[config.mk]
export PLATFORM = sky130hd
export DESIGN_NAME = decoder3to8_hold
export DESIGN_NICKNAME = d
export VERILOG_FILES = /design/src/rtl/decoder3to8_hold.sv
export SDC_FILE = /design/constraint.sdc
export NUM_CORES = 1
export LEC_CHECK = 0
export CAP_MARGIN = 20
export CORE_MARGIN = 2
export CORE_UTILIZATION = 25
export DETAILED_ROUTE_END_ITERATION = 8
export HOLD_SLACK_MARGIN = 0.06
export PLACE_DENSITY = 0.43
export SYNTH_ARGS = -nofsm -noshare
export SYNTH_HDL_FRONTEND = slang
export SYNTH_SLANG_ARGS = --single-unit
[constraint.sdc]
create_clock -name clk -period 2.4 [get_ports clk]
set_input_delay 0.6 -clock clk [delete_from_list [all_inputs] [get_ports clk]]
set_output_delay 0.6 -clock clk [all_outputs]
set_load 0.02 [all_outputs]
[src/rtl/decoder3to8_hold.sv]
// Sequential 3-to-8 one-hot decoder with a one-deep pending slot, programmable hold and gap.
// Optional build macro DECODER_ACTIVE_LOW_EN makes d active-low (idle value 8'hFF).
module decoder3to8_hold #(
    parameter int HOLD_CYCLES = 4,
    parameter int GAP_CYCLES  = 1
) (
    input  logic       clk,
    input  logic       rst,
    input  logic       code_valid,
    input  logic [2:0] code,
    output logic       code_ready,
    output logic [7:0] d,
    output logic       busy,
    output logic       done
);

    localparam logic [1:0] IDLE = 2'd0;
    localparam logic [1:0] HOLD = 2'd1;
    localparam logic [1:0] GAP  = 2'd2;

    localparam logic [7:0] HOLD_LAST = 8'(HOLD_CYCLES - 1);
    localparam logic [7:0] GAP_LAST  = (GAP_CYCLES > 0) ? 8'(GAP_CYCLES - 1) : 8'd0;
    localparam logic       HAS_GAP   = (GAP_CYCLES > 0);

`ifdef DECODER_ACTIVE_LOW_EN
    localparam logic [7:0] D_OFF = 8'hFF;
`else
    localparam logic [7:0] D_OFF = 8'h00;
`endif

    // XOR with the idle value yields the one-hot pattern in either polarity.
    function automatic logic [7:0] line_on(input logic [2:0] c);
        logic [7:0] oh;
        oh = 8'h01 << c;
        return oh ^ D_OFF;
    endfunction

    logic [1:0] state;
    logic [7:0] cnt;
    logic       pend_valid;
    logic [2:0] pend_code;
    logic       cnt_zero;
    logic       load;
    logic       accept;

    // Handshake: a code transfers on any edge where code_valid and code_ready are both high.
    // code_ready depends only on rst and registered state, so the slot may refill on the
    // same edge that its previous code is loaded into the output stage.
    always_comb begin
        cnt_zero   = (cnt == 8'd0);
        load       = pend_valid & ((state == IDLE) |
                                   ((state == GAP) & cnt_zero) |
                                   ((state == HOLD) & cnt_zero & ~HAS_GAP));
        code_ready = ~rst & (~pend_valid | load);
        accept     = code_valid & code_ready;
        busy       = (state != IDLE) | pend_valid;
    end

    always_ff @(posedge clk) begin
        if (rst) begin
            state      <= IDLE;
            cnt        <= 8'd0;
            d          <= D_OFF;
            done       <= 1'b0;
            pend_valid <= 1'b0;
            pend_code  <= 3'd0;
        end else begin
            done <= (state == HOLD) & cnt_zero;

            if (accept) begin
                pend_valid <= 1'b1;
                pend_code  <= code;
            end else if (load) begin
                pend_valid <= 1'b0;
            end

            if (load) begin
                d     <= line_on(pend_code);
                cnt   <= HOLD_LAST;
                state <= HOLD;
            end else begin
                case (state)
                    HOLD: begin
                        if (!cnt_zero) begin
                            cnt <= cnt - 8'd1;
                        end else if (HAS_GAP) begin
                            d     <= D_OFF;
                            cnt   <= GAP_LAST;
                            state <= GAP;
                        end else begin
                            d     <= D_OFF;
                            state <= IDLE;
                        end
                    end
                    GAP: begin
                        if (!cnt_zero) begin
                            cnt <= cnt - 8'd1;
                        end else begin
                            state <= IDLE;
                        end
                    end
                    default: begin
                        d     <= D_OFF;
                        state <= IDLE;
                    end
                endcase
            end
        end
    end

endmodule

==> impl_metrics.json <==
{
  "synth-seq-cells": 23,
  "required_ps": 1800,
  "hpwl_um": 2060,
  "fin_skew_ps": 2.04,
  "fin_setup_tns_ps": 0,
  "grt_max_degree": 14,
  "r2r_cells": 4,
  "drc": 0,
  "synth_top_family_by_area": "compound AO/OA/AOI/OAI gates",
  "cp_max_fo": 13,
  "ys_top_cells_by_area": "dfxtp_1 40%, a21oi_1 3.9%, a32o_1 3.5%",
  "synthAdderAreaFrac_pct": 1.09,
  "max-slew-margin-rel_pct": 59.5,
  "postCtsSetupBuffers": 0,
  "cpPeakStageDelay_ps": 590,
  "placedInstanceArea_um2": 1430,
  "overflow": 0,
  "synth.area.mux_share_pct": 0.874,
  "power_mw": 1.22,
  "cts_buffers": 3,
  "ys_seq_area_share_pct": 40.2,
  "cts.sinks": 23,
  "peakVddDrop_uv": 237,
  "gp_congestion": 0.765,
  "diodes": 0,
  "syn_avg_cell_area_um2": 9.38,
  "cts_tree": "yes",
  "slowest_stage": "dfxtp_1",
  "track_usage_pct": 11.5,
  "yosys.area.top_type": "dfxtp_1",
  "power.leakage_nw": 0.537,
  "area_growth_pct": 28.9,
  "cts_root_buf": "clkbuf_8",
  "io-pin-count": 17,
  "io_buffers": 16,
  "drv_cap": 0,
  "tightest_slew_ps": 608,
  "grt_pass1_wl_um": 4820,
  "synth_area_um2": 1140,
  "rsz0062_at_grt": "no",
  "hold_viol": 0,
  "worst-setup-path-type": "flop to output pin",
  "drtIter0Drc": 46,
  "synth_xor_area_share_pct": 3.06,
  "synth-compound-area-share_pct": 27.9,
  "antenna_found_initial": 0,
  "final_common_cell": "dfxtp_1",
  "pre_cts_slack_ps": 28.7,
  "postSynthNetCount": 129,
  "syn_inst": 122,
  "finalCriticalPeriod_ps": 2250,
  "grt_pass1_vias": 1027,
  "routed_wl_um": 2690,
  "synthesis.yosys.warnings": 0,
  "clk_latency_ps": 260,
  "final_util_pct": 33.6,
  "min_path_type": "flop to flop",
  "num_rows": 24,
  "async_flop_share_pct": 0,
  "fin_crit_sh_pct": 93.7,
  "drv_slew": 0,
  "p_per_area_nw_per_um2": 829,
  "layout_common_cells": "23 x dfxtp_1, 15 x clkdlybuf4s50_1, 11 x buf_4",
  "htree_levels": 1,
  "die_area_um2": 5140,
  "clk_pin_slew_ps": 80,
  "cp-end-kind": "output pin",
  "critPathLaunchType": "flop",
  "die_w_um": 71.7,
  "vias_per_cell": 5.05,
  "fin_ws_ps": 151,
  "worst_ep_arrival_time_ps": 1650,
  "start_util_pct": 26.1,
  "wl_per_cell_um": 13.3,
  "ant_nets": 0,
  "drtPass1Iterations": 4,
  "cts_buffer_depth": 2,
  "drive_gt1_share_pct": 18.7,
  "synth-simple-area-share_pct": 23.6,
  "path_cells": "nor2_1, nand2_1, clkdlybuf4s50_1",
  "fin_nets": 158,
  "vias": 1021,
  "core_area_um2": 4380,
  "report.final.setup_viol": 0,
  "whs_path_depth": 1,
  "post-route-cell-area_um2": 1480,
  "netlist.area_leader.share_pct": 40.2,
  "status": "finished, final reports clean",
  "synthFlopType": "dfxtp_1",
  "die_y_um": 71.7,
  "synth.distinct_cells": 43,
  "synth_edf_count": 0,
  "max_freq_ghz": 0.445
}
## critical path, delay by kind of cell, from the launching register on
kind                   cells  cell delay (ps)
DFF                        1              590
buffers and inverters      1              590
and+or+nand+nor            2              200
## cell usage after synthesis, drive strengths merged, types with 2 or more instances
cell type	instances
inv	5
nand3	4
o21ai	5
nor2	9
nand2	6
or4	3
a22o	4
clkbuf	2
xor2	4
o211ai	4
o31ai	2
and2	2
a32o	4
nor3b	2
nor4	2
nor3	5
nor2b	5
o21a	3
a21oi	11
o311ai	2
dfxtp	23
## final cells by class
cell class	instances	area, um2
clock buffers	3	41.3
clock inverters	1	5.00
fillers	444	2910
inverters	5	18.8
multi-input cells	91	647
flip-flops and latches	23	460
well taps	52	65.1
repair buffers	27	238
## timing repair
item                                    4_1_cts  5_1_grt
hold endpoints to repair                      0        0
endpoints found under the setup margin        1        1
gates resized for setup                       1        2
hold buffers                                  0        0
## logic make-up after synthesis
kind of cell	after synthesis
simple gates	44
compound gates	41
flops	23
buf+inv	8
xor+xnor	4
mux	1
fa+ha+maj	1
## report_power, final
group          internal, mW  switching [mW]  total (mW)  leakage, nW
sequential            0.421          0.0414       0.463        0.187
combinational         0.234           0.284       0.517        0.324
clock                 0.116           0.127       0.243       0.0255
## worst paths after layout
kind                                from  slack, ps    to
worst max-delay path            state[0]        150  busy
worst min-delay path                d[5]        470  d[5]
worst max register to register  state[0]        310  d[1]
worst min register to register      d[5]        470  d[5]
## metrics by stage
stage | hold slack [ps] | std cells
after CTS | 483 | 202
after global routing | 499 | 202
after global placement | 453 | 198
final | 475 | 202
after floorplan | 472 | 122
after detailed placement | 462 | 198
## flip-flops by register name (all words and copies together), names as in the netlist
signal and flops:
cnt 8, d 8, done 1, pend_code 3
pend_valid 1, state 2
## layer usage
layer	routed length (um)	global-route usage, %	vias to the layer above
li1	-	-	517
met5	0	0	-
met2	1220	18.2	18
met1	1340	15.9	482
met4	25	3.14	0
met3	106	2.25	4
Power figures use the tool's default switching activity.
